File: src/rtl/ccd_seq_pkg.sv
// Shared state encoding and default timing constants for the CCD line sequencer.
package ccd_seq_pkg;

    typedef enum logic [2:0] {
        ST_IDLE    = 3'd0,
        ST_SYNC    = 3'd1,
        ST_EXPOSE  = 3'd2,
        ST_READOUT = 3'd3,
        ST_GAP     = 3'd4
    } seq_state_e;

    localparam int DEF_CNT_W      = 16;
    localparam int DEF_PIX_NUM    = 2048;
    localparam int DEF_SYNC_LEN   = 8;
    localparam int DEF_EXPOSE_LEN = 5000;
    localparam int DEF_GAP_LEN    = 16;
    localparam int DEF_PIX_DIV    = 2;

endpackage

File: src/rtl/seq_timer.sv
// Loadable down-counter; last_o is high while the count sits at zero, so a load of N-1 spans N cycles.
// Load takes effect at the edge; no backpressure, counting never stalls.
module seq_timer #(
    parameter int CNT_W = 16
) (
    input  logic             clk_in,
    input  logic             rst_in,
    input  logic             load_i,
    input  logic [CNT_W-1:0] load_val_i,
    output logic             last_o
);

    localparam logic [CNT_W-1:0] ONE = CNT_W'(1);

    logic [CNT_W-1:0] cnt_q;
    logic [CNT_W-1:0] cnt_d;

    always_comb begin
        cnt_d = cnt_q;
        if (load_i) begin
            cnt_d = load_val_i;
        end else if (cnt_q != '0) begin
            cnt_d = cnt_q - ONE;
        end
    end

    always_ff @(posedge clk_in) begin
        if (rst_in) begin
            cnt_q <= '0;
        end else begin
            cnt_q <= cnt_d;
        end
    end

    assign last_o = (cnt_q == '0);

endmodule

File: src/rtl/ccd_line_sequencer.sv
// Line timing for the emulated line-scan CCD: SYNC -> EXPOSE -> READOUT -> GAP, all outputs registered.
// One-cycle decision latency from run_in; no backpressure, pixel strobes are free-running once a line starts.
module ccd_line_sequencer
    import ccd_seq_pkg::*;
#(
    parameter int CNT_W      = DEF_CNT_W,
    parameter int PIX_NUM    = DEF_PIX_NUM,
    parameter int SYNC_LEN   = DEF_SYNC_LEN,
    parameter int DEF_EXPOSE = DEF_EXPOSE_LEN,
    parameter int GAP_LEN    = DEF_GAP_LEN,
    parameter int PIX_DIV    = DEF_PIX_DIV
) (
    input  logic             clk_in,
    input  logic             rst_in,
    input  logic             run_in,
    input  logic             cfg_we_in,
    input  logic [CNT_W-1:0] cfg_expose_in,
    output logic             sh_out,
    output logic             line_start_out,
    output logic             pix_valid_out,
    output logic [CNT_W-1:0] pix_index_out,
    output logic             line_done_out,
    output logic             busy_out
);

    localparam logic [CNT_W-1:0] SYNC_LOAD = CNT_W'(SYNC_LEN - 1);
    localparam logic [CNT_W-1:0] GAP_LOAD  = CNT_W'(GAP_LEN - 1);
    localparam logic [CNT_W-1:0] DIV_LOAD  = CNT_W'(PIX_DIV - 1);
    localparam logic [CNT_W-1:0] LAST_PIX  = CNT_W'(PIX_NUM - 1);
    localparam logic [CNT_W-1:0] EXP_RST   = CNT_W'(DEF_EXPOSE);
    localparam logic [CNT_W-1:0] ONE       = CNT_W'(1);

    seq_state_e       state_q;
    seq_state_e       state_d;
    logic [CNT_W-1:0] shadow_q;
    logic [CNT_W-1:0] shadow_d;
    logic [CNT_W-1:0] expose_q;
    logic [CNT_W-1:0] expose_d;
    logic [CNT_W-1:0] pix_idx_q;
    logic [CNT_W-1:0] pix_idx_d;
    logic             line_start_q;
    logic             line_start_d;
    logic             pix_valid_q;
    logic             pix_valid_d;
    logic             line_done_q;
    logic             line_done_d;
    logic             tmr_load;
    logic [CNT_W-1:0] tmr_val;
    logic             tmr_last;
    logic             enter_sync;
    logic             last_pix;
    logic [CNT_W-1:0] expose_load;

    seq_timer #(
        .CNT_W (CNT_W)
    ) u_timer (
        .clk_in     (clk_in),
        .rst_in     (rst_in),
        .load_i     (tmr_load),
        .load_val_i (tmr_val),
        .last_o     (tmr_last)
    );

    assign last_pix    = (pix_idx_q == LAST_PIX);
    assign enter_sync  = (state_d == ST_SYNC) && (state_q != ST_SYNC);
    // A programmed exposure of 0 still occupies one cycle.
    assign expose_load = (expose_q == '0) ? '0 : (expose_q - ONE);

    always_ff @(posedge clk_in) begin
        if (rst_in) begin
            state_q <= ST_IDLE;
        end else begin
            state_q <= state_d;
        end
    end

    always_comb begin
        state_d = state_q;
        unique case (state_q)
            ST_IDLE:    if (run_in) state_d = ST_SYNC;
            ST_SYNC:    if (tmr_last) state_d = ST_EXPOSE;
            ST_EXPOSE:  if (tmr_last) state_d = ST_READOUT;
            ST_READOUT: if (tmr_last && last_pix) state_d = ST_GAP;
            ST_GAP:     if (tmr_last) state_d = run_in ? ST_SYNC : ST_IDLE;
            default:    state_d = ST_IDLE;
        endcase
    end

    // The timer is reloaded on every phase or pixel boundary; strobes are computed a cycle early and registered.
    always_comb begin
        tmr_load     = 1'b0;
        tmr_val      = '0;
        line_start_d = 1'b0;
        pix_valid_d  = 1'b0;
        line_done_d  = 1'b0;
        pix_idx_d    = pix_idx_q;
        expose_d     = expose_q;
        shadow_d     = cfg_we_in ? cfg_expose_in : shadow_q;
        if (enter_sync) begin
            tmr_load     = 1'b1;
            tmr_val      = SYNC_LOAD;
            line_start_d = 1'b1;
            pix_idx_d    = '0;
            expose_d     = shadow_q;
        end else if (tmr_last) begin
            unique case (state_q)
                ST_SYNC: begin
                    tmr_load = 1'b1;
                    tmr_val  = expose_load;
                end
                ST_EXPOSE: begin
                    tmr_load    = 1'b1;
                    tmr_val     = DIV_LOAD;
                    pix_valid_d = 1'b1;
                end
                ST_READOUT: begin
                    tmr_load = 1'b1;
                    if (last_pix) begin
                        tmr_val     = GAP_LOAD;
                        line_done_d = 1'b1;
                    end else begin
                        tmr_val     = DIV_LOAD;
                        pix_valid_d = 1'b1;
                        pix_idx_d   = pix_idx_q + ONE;
                    end
                end
                default: begin
                end
            endcase
        end
    end

    always_ff @(posedge clk_in) begin
        if (rst_in) begin
            shadow_q     <= EXP_RST;
            expose_q     <= EXP_RST;
            pix_idx_q    <= '0;
            line_start_q <= 1'b0;
            pix_valid_q  <= 1'b0;
            line_done_q  <= 1'b0;
        end else begin
            shadow_q     <= shadow_d;
            expose_q     <= expose_d;
            pix_idx_q    <= pix_idx_d;
            line_start_q <= line_start_d;
            pix_valid_q  <= pix_valid_d;
            line_done_q  <= line_done_d;
        end
    end

    assign sh_out         = (state_q == ST_SYNC);
    assign busy_out       = (state_q != ST_IDLE);
    assign line_start_out = line_start_q;
    assign pix_valid_out  = pix_valid_q;
    assign pix_index_out  = pix_idx_q;
    assign line_done_out  = line_done_q;

endmodule

File: config.mk
export PLATFORM = sky130hd
export DESIGN_NAME = ccd_line_sequencer
export DESIGN_NICKNAME = d
export VERILOG_FILES = /design/src/rtl/ccd_seq_pkg.sv /design/src/rtl/seq_timer.sv /design/src/rtl/ccd_line_sequencer.sv
export SDC_FILE = /design/constraint.sdc
export NUM_CORES = 1
export LEC_CHECK = 0
export CAP_MARGIN = 40
export CORE_MARGIN = 3
export CORE_UTILIZATION = 50
export CTS_BUF_LIST = sky130_fd_sc_hd__clkbuf_16
export DETAILED_ROUTE_END_ITERATION = 7
export PLACE_DENSITY = 0.78
export SYNTH_ARGS = -nofsm -noshare
export SYNTH_HDL_FRONTEND = slang
export SYNTH_SLANG_ARGS = --single-unit
File: constraint.sdc
create_clock -name clk_in -period 3.1 [get_ports clk_in]
set_input_delay 0.93 -clock clk_in [delete_from_list [all_inputs] [get_ports clk_in]]
set_output_delay 0.93 -clock clk_in [all_outputs]
set_load 0.005 [all_outputs]
Word-level counts from Yosys, hierarchy flattened:

Cells that the tools add are included.

* register bits after elaboration: 70
* latch bits: 0
* bits in writable memories: 0
* memory bits (read-only): 0
* output and inout port bits: 21
* logic and storage cells: 55
* memories kept: 0

* add/subtract/negate cells: 3
* $mul: 0
* div/mod/pow operators: 0
* order comparisons: 0
* eq/ne operators: 7
* shift-type cells: 0
* mux-type cells: 21
* bitwise logic cells: 3
* reductions and logical operators: 13

Operator list (count)
* 16-bit two-way mux: 5
* 16-bit case mux with 3 select lines: 1
* 16-bit logical NOT: 2
* 16-bit by 1-bit subtractor with 16-bit output, second input constant: 2
* 16-bit by 1-bit adder with 16-bit output, second input constant: 1
* 16-bit by 11-bit == test with 1-bit output, second input constant: 1
* 16-bit nonzero test: 1
* 3-bit two-way mux: 5
* 3-bit case mux with 5 select lines: 1
* 1-bit two-way mux: 7
* 3-bit by 1-bit == test with 1-bit output, second input constant: 2
* 3-bit by 2-bit == test with 1-bit output, second input constant: 2
* 3-bit OR reduction: 2
* 4-bit two-way mux: 1
* 4-bit OR reduction: 1
* 3-bit == test, second input constant: 1
* 3-bit logical NOT: 1
* 3-bit by 1-bit != test with 1-bit output, second input constant: 1
* 1-bit NOT: 3
* 3-bit AND reduction: 1
* 3-bit nonzero test: 1
* 1-bit logical AND: 2
* 1-bit case mux with 2 select lines: 1
* 2-bit nonzero test: 1
* 2-bit OR reduction: 1

Logic depth before layout (Yosys ltp):

* depth in word-level cells: 8
* mapped depth: 9

By module:

Synthesis repeated with hierarchy kept, for this count alone.

* cells, all modules: 432
* area total of the unflattened synthesis: 3590.9 um^2

Modules (own cells, without submodules)
* ccd_line_sequencer: times used 1, cells each 320, area each 2688.8 um^2, sequential area each 1081.0 um^2
* seq_timer: times used 1, cells each 112, area each 902.1 um^2, sequential area each 320.3 um^2

Least setup slack after synthesis:

Ideal clock, no wire load.

* path type: input port to flip-flop
* start: in run_in
* end: reg expose_q[0]
* library setup time: 129 ps
* arrival time: 2312 ps
* required time: 2971 ps
* path slack: 660 ps
* stages: 6
* path buffers: 2
* cells stage by stage: or3b_2 > a21oi_1 > or2_2 > clkbuf_1 > clkbuf_1 > o21ai_0

* cells in the longest elaborated chain, start to end: 5
* elaborated cells on any way between the ends: 6

Ends and longest elaborated chain
* start: declaration: line ccd_line_sequencer.sv:15 `input logic run_in,`
* 1-bit two-way mux: line ccd_line_sequencer.sv:84 `ST_GAP: if (tmr_last) state_d = run_in ? ST_SYNC : ST_IDLE;`
* 3-bit two-way mux: line ccd_line_sequencer.sv:84
* 3-bit case mux with 5 select lines *: line ccd_line_sequencer.sv:79 `unique case (state_q)`
* 3-bit by 1-bit == test with 1-bit output *: line ccd_line_sequencer.sv:65 `assign enter_sync = (state_d == ST_SYNC) && (state_q != ST_SYNC);`
* 1-bit logical AND *: line ccd_line_sequencer.sv:65
* end signal: assignment: line ccd_line_sequencer.sv:143 `expose_q <= expose_d;`
* end: declaration: line ccd_line_sequencer.sv:37 `logic [CNT_W-1:0] expose_q;`

Mark *: on every way between the ends. The rest lies on a longest branch, timed or not.
A chain may end at the register's enable or synchronous reset.

Final worst setup path:

* start: reg state_q[0]
* end: out sh_out

* cells in the longest elaborated chain, start to end: 1

Ends and longest elaborated chain
* start: declaration: line ccd_line_sequencer.sv:33 `seq_state_e state_q;`
* start signal: assignment: line ccd_line_sequencer.sv:73 `state_q <= state_d;`
* 3-bit by 1-bit == test with 1-bit output: line ccd_line_sequencer.sv:151 `assign sh_out = (state_q == ST_SYNC);`
* end: declaration: line ccd_line_sequencer.sv:18 `output logic sh_out,`

Every way passes these cells.

==> metrics list <==
- Among cell families on the critical path, the largest total delay comes from buffers and inverters.
- Setup Slack @ Placement: between 0.06 and 0.07 ns
* Top-area cell type share of the netlist area: between 40% and 50%
- Synthesis produced a netlist with a net count of 410.
- Setup repair after global routing left no endpoint under its margin.
- Buffers inserted during clock tree synthesis total 9.
- Rel. slew slack: around 55%
- The setup check on the worst reg-to-reg path leaves a slack of 0.60 ns.
- Total power after layout: roughly 3800 uW
- Buffers added to address setup during post-CTS repair amount to 0.
- Top cell type by total area after synthesis: sky130_fd_sc_hd__dfxtp_1
* Tot GR Track Use: between 20% and 30%
- The worst path needs roughly 3.0 ns of the cycle, external delays included.
* Average wire length per cell after detail routing: 16.10 microns
* Maximum frequency from static timing analysis: roughly 0.34 GHz
* Total core area: roughly 6500 sq um
* Routed vias: 2965
* Number of detailed-route iterations in the first pass: 5
* Worst-skew pair later-pin latency: approximately 0.33 ns
* Resized cells post-CTS: 0
* Leading post-synthesis cells by cell area: sky130_fd_sc_hd__dfxtp_1 (41%), sky130_fd_sc_hd__xnor2_1 (5.3%), sky130_fd_sc_hd__nor2_1 (4.7%)
* Total negative slack for setup checks: 0 ns
- Yosys mapped the design onto between 50 and 60 distinct sky130hd cell types.
- Longest Clk Path Bufs: 2
- The count of nets left with antenna violations once routing finished came out at 0.
- Slowest cell on the critical path: sky130_fd_sc_hd__clkdlybuf4s50_1
* Largest driver fanout on the critical path: 9
* EDFF count, synth: 0
* Synth Cell Area: 3447 sq um
- Area of the die: ~7900 sq um
- STA classifies the critical path startpoint as a flop.
- Highest ir drop seen on vdd: around 0.47 mV
- RR Startpoint: u_timer.cnt_q[6]
* Outcome: completed
* Antenna violations before repair: 0
- Worst min path class: reg2reg
- Synth-to-layout area growth: 22.94%
* Reg-to-Reg End: u_timer.cnt_q[3]
- Number of buffers inserted by hold repair at cts: 0
- Layout Skew: approximately 0.0045 ns
- Arrival time at the worst endpoint: roughly 2.0 ns
- During synthesis, Yosys emitted a total of 0 warnings.
- Filler-free cell count of the finished design: slightly above 500
- Across the run, the number of max-cap violations was 0.
- Entering global routing, the biggest net connects 23 pins.
- For this run the aggregate overflow at the end of global routing stands at 0.
- The count of buffers added on input and output ports is 40.
- Clock H-tree levels: 3
- The hold violation count in the final report came to 0.
- CTS tree: done
- Vias in the first global route: 2790
* Post-route DRC: 0
- For this design, the sink count on the clock tree is 70.
* Detail Placement HPWL: between 5000 and 6000 microns
- Critical-path cell list: inv_1, nor3_1, clkdlybuf4s50_1
- Number of design-rule violations left by the first detailed-router iteration: roughly 200
- Worst slew pin tran: 0.6636 ns
- STA puts the critical path data required time at 2.17 ns.
- Primary FF master, synth: sky130_fd_sc_hd__dfxtp_1
- For this configuration, the core starts out at a cell density of between 50% and 60%.
- Fraction of layout cells with a size suffix above 1: 8.685%
* WL final: around 8000 microns
* Post-synthesis async set-or-reset flop share: 0%
* Category of the critical setup timing path: reg2out
- Setup slack after layout: between 0.1 and 0.15 ns
- Cell area reported after detailed placement: between 3000 and 4000 sq um
- Logic depth of the worst path, buffers included: 3
- The analysis attributes to cell leakage a power of about 0.0015 uW.
- Total of fill cells in the finished design: about 550
- Final setup violating endpoints: 0
- For this design the ratio of total power to cell area is between 800 and 900 nW/um^2.
- The cell count after synthesis came out at just under 400.
- Part of the cycle the worst path needs: between 90 and 100%
- Post-layout instance area: 4238 sq um
- Die X: between 80 and 90 microns
* Critical Path Sink: sh_out
- In this run, synthesis produced a sequential element count of 70.
- Height of the die: about 89 microns
- CTS clock-pin slew for the worst setup and hold paths: 0.06 ns
* Final Slew Violations: 0
- During I/O placement, the number of pins put on the boundary was between 40 and 50.
- Logic depth of the worst register-to-register path: 5
* Type of destination of the critical path: primary output
- The critical path contains buffers and inverters numbering 2 combined.
* Total number of placement rows: 29
- After detailed routing, the number of vias per cell comes to just under 6.
* First-pass GRT wire length: between 10000 and 15000 microns
* Mean post-synth cell area: between 8 and 9 sq um
- Proportion of synthesized chip area in sequential cells: around 41%
- The tree is rooted in a sky130_fd_sc_hd__clkbuf_16.
* Slowest cell delay on critical path: between 0.6 and 0.7 ns
- Final nets: 446
- Post-placement cell count: just under 500
* Number of diodes: 0
* Launching element of the worst setup path: state_q[0]
- The congestion estimate from routability-driven global placement came to roughly 0.90.
==> synth_stat cells, drive strengths merged (2+ instances only) <==
master / count
o211ai: 2
o21ai: 17
o31ai: 2
o22a: 5
ha: 5
a211o: 8
a211oi: 3
nand3: 17
and2: 2
buf: 6
mux2i: 12
xor2: 13
or4: 9
a21oi: 10
xnor2: 21
and4: 5
nor2b: 5
nand2b: 4
nor4: 18
nor4bb: 2
or3: 5
or2: 4
or3b: 2
nand3b: 3
a31oi: 2
clkbuf: 15
inv: 7
nor3: 9
nand2: 22
o22ai: 8
nor2: 43
dfxtp: 70
nor3b: 2
a22o: 9
nand4: 8
==> cells in the final DEF, fill, tap and decap left out, types with 3 or more instances in the layout <==
cell,count
sky130_fd_sc_hd__nor3_1,9
sky130_fd_sc_hd__nand2_1,21
sky130_fd_sc_hd__or4_1,7
sky130_fd_sc_hd__or3_1,5
sky130_fd_sc_hd__nor2_1,43
sky130_fd_sc_hd__a211o_1,8
sky130_fd_sc_hd__nor4_4,3
sky130_fd_sc_hd__nand3_1,17
sky130_fd_sc_hd__nand4_1,7
sky130_fd_sc_hd__nor2b_1,5
sky130_fd_sc_hd__mux2i_1,12
sky130_fd_sc_hd__a22o_1,9
sky130_fd_sc_hd__nand3b_1,3
sky130_fd_sc_hd__clkbuf_16,9
sky130_fd_sc_hd__xor2_1,13
sky130_fd_sc_hd__nand2b_1,4
sky130_fd_sc_hd__buf_4,5
sky130_fd_sc_hd__or2_2,4
sky130_fd_sc_hd__a21oi_1,10
sky130_fd_sc_hd__xnor2_1,21
sky130_fd_sc_hd__inv_1,7
sky130_fd_sc_hd__nor4_1,14
sky130_fd_sc_hd__dfxtp_1,70
sky130_fd_sc_hd__clkdlybuf4s50_1,40
sky130_fd_sc_hd__and4_1,5
sky130_fd_sc_hd__ha_1,5
sky130_fd_sc_hd__o21ai_0,15
sky130_fd_sc_hd__o22ai_1,8
sky130_fd_sc_hd__o22a_1,5
==> power by group <==
| group | internal (uW) | switching, uW | leakage (uW) |
|---|---|---|---|
| registers | 1040 | 175 | 0.000572 |
| clock network | 706 | 396 | 0.000154 |
| logic | 618 | 861 | 0.000783 |
==> worst min path at each step <==
stage | depth (start not counted) | endpoint | from
6_report | 1 | expose_q[15] | shadow_q[15]
5_1_grt | 1 | expose_q[12] | shadow_q[12]
4_1_cts | 1 | expose_q[11] | shadow_q[11]
3_5_place_dp | 2 | expose_q[1] | shadow_q[1]
3_3_place_gp | 1 | expose_q[12] | shadow_q[12]
2_1_floorplan | 2 | expose_q[0] | shadow_q[0]
==> area by class of cell <==
cell class	count	area (sq um)	share of cell area, %
multi-input cells	287	1933	45.62
flip-flops and latches	70	1401	33.07
repair buffers	46	457.9	10.81
clock buffers	9	225.2	5.314
clock inverters	7	97.59	2.303
well taps	77	96.34	2.273
inverters	7	26.28	0.6200
==> worst register-to-register path: stages, from the launching register on <==
cell                       delay (ns)
sky130_fd_sc_hd__dfxtp_1         0.35
sky130_fd_sc_hd__or4_1           0.74
sky130_fd_sc_hd__nor4_4          0.54
sky130_fd_sc_hd__and4_1          0.42
sky130_fd_sc_hd__nand2_1         0.14
sky130_fd_sc_hd__a211oi_2        0.23
==> cells by family after synthesis <==
group	share of synthesized area, %
AOI/OAI and AO/OA	14.56
xor gates and xnor gates	8.639
adders and majority gates	1.815
buffers and inverters	3.267
DFF	40.65
muxes	3.485
and+or+nand+nor	27.59
==> flip-flops by register name (all words and copies together) (netlist names) <==
register / flops
u_timer.cnt_q: 16
state_q: 3
pix_index_out: 16
pix_valid_out: 1
expose_q: 16
shadow_q: 16
line_done_out: 1
line_start_out: 1
==> through the flow <==
stage          utilization (%)  hold WS (ns)
2_1_floorplan                -        0.4244
6_report                 64.89        0.4728
3_3_place_gp             59.94        0.4470
4_1_cts                  64.89        0.4725
3_5_place_dp             59.94        0.4575
5_1_grt                  64.89        0.4840
==> layer usage <==
metal	share of wire (%)	up-vias	wire length, microns	global-route usage [%]
li1	-	1490	-	-
met5	0	-	0	0
met2	48	101	3851	34.95
met4	1.6	0	133	9.608
met1	46	1360	3693	27.49
met3	5.2	14	418	3.410
Note: power is estimated with default switching activity, not from simulation.
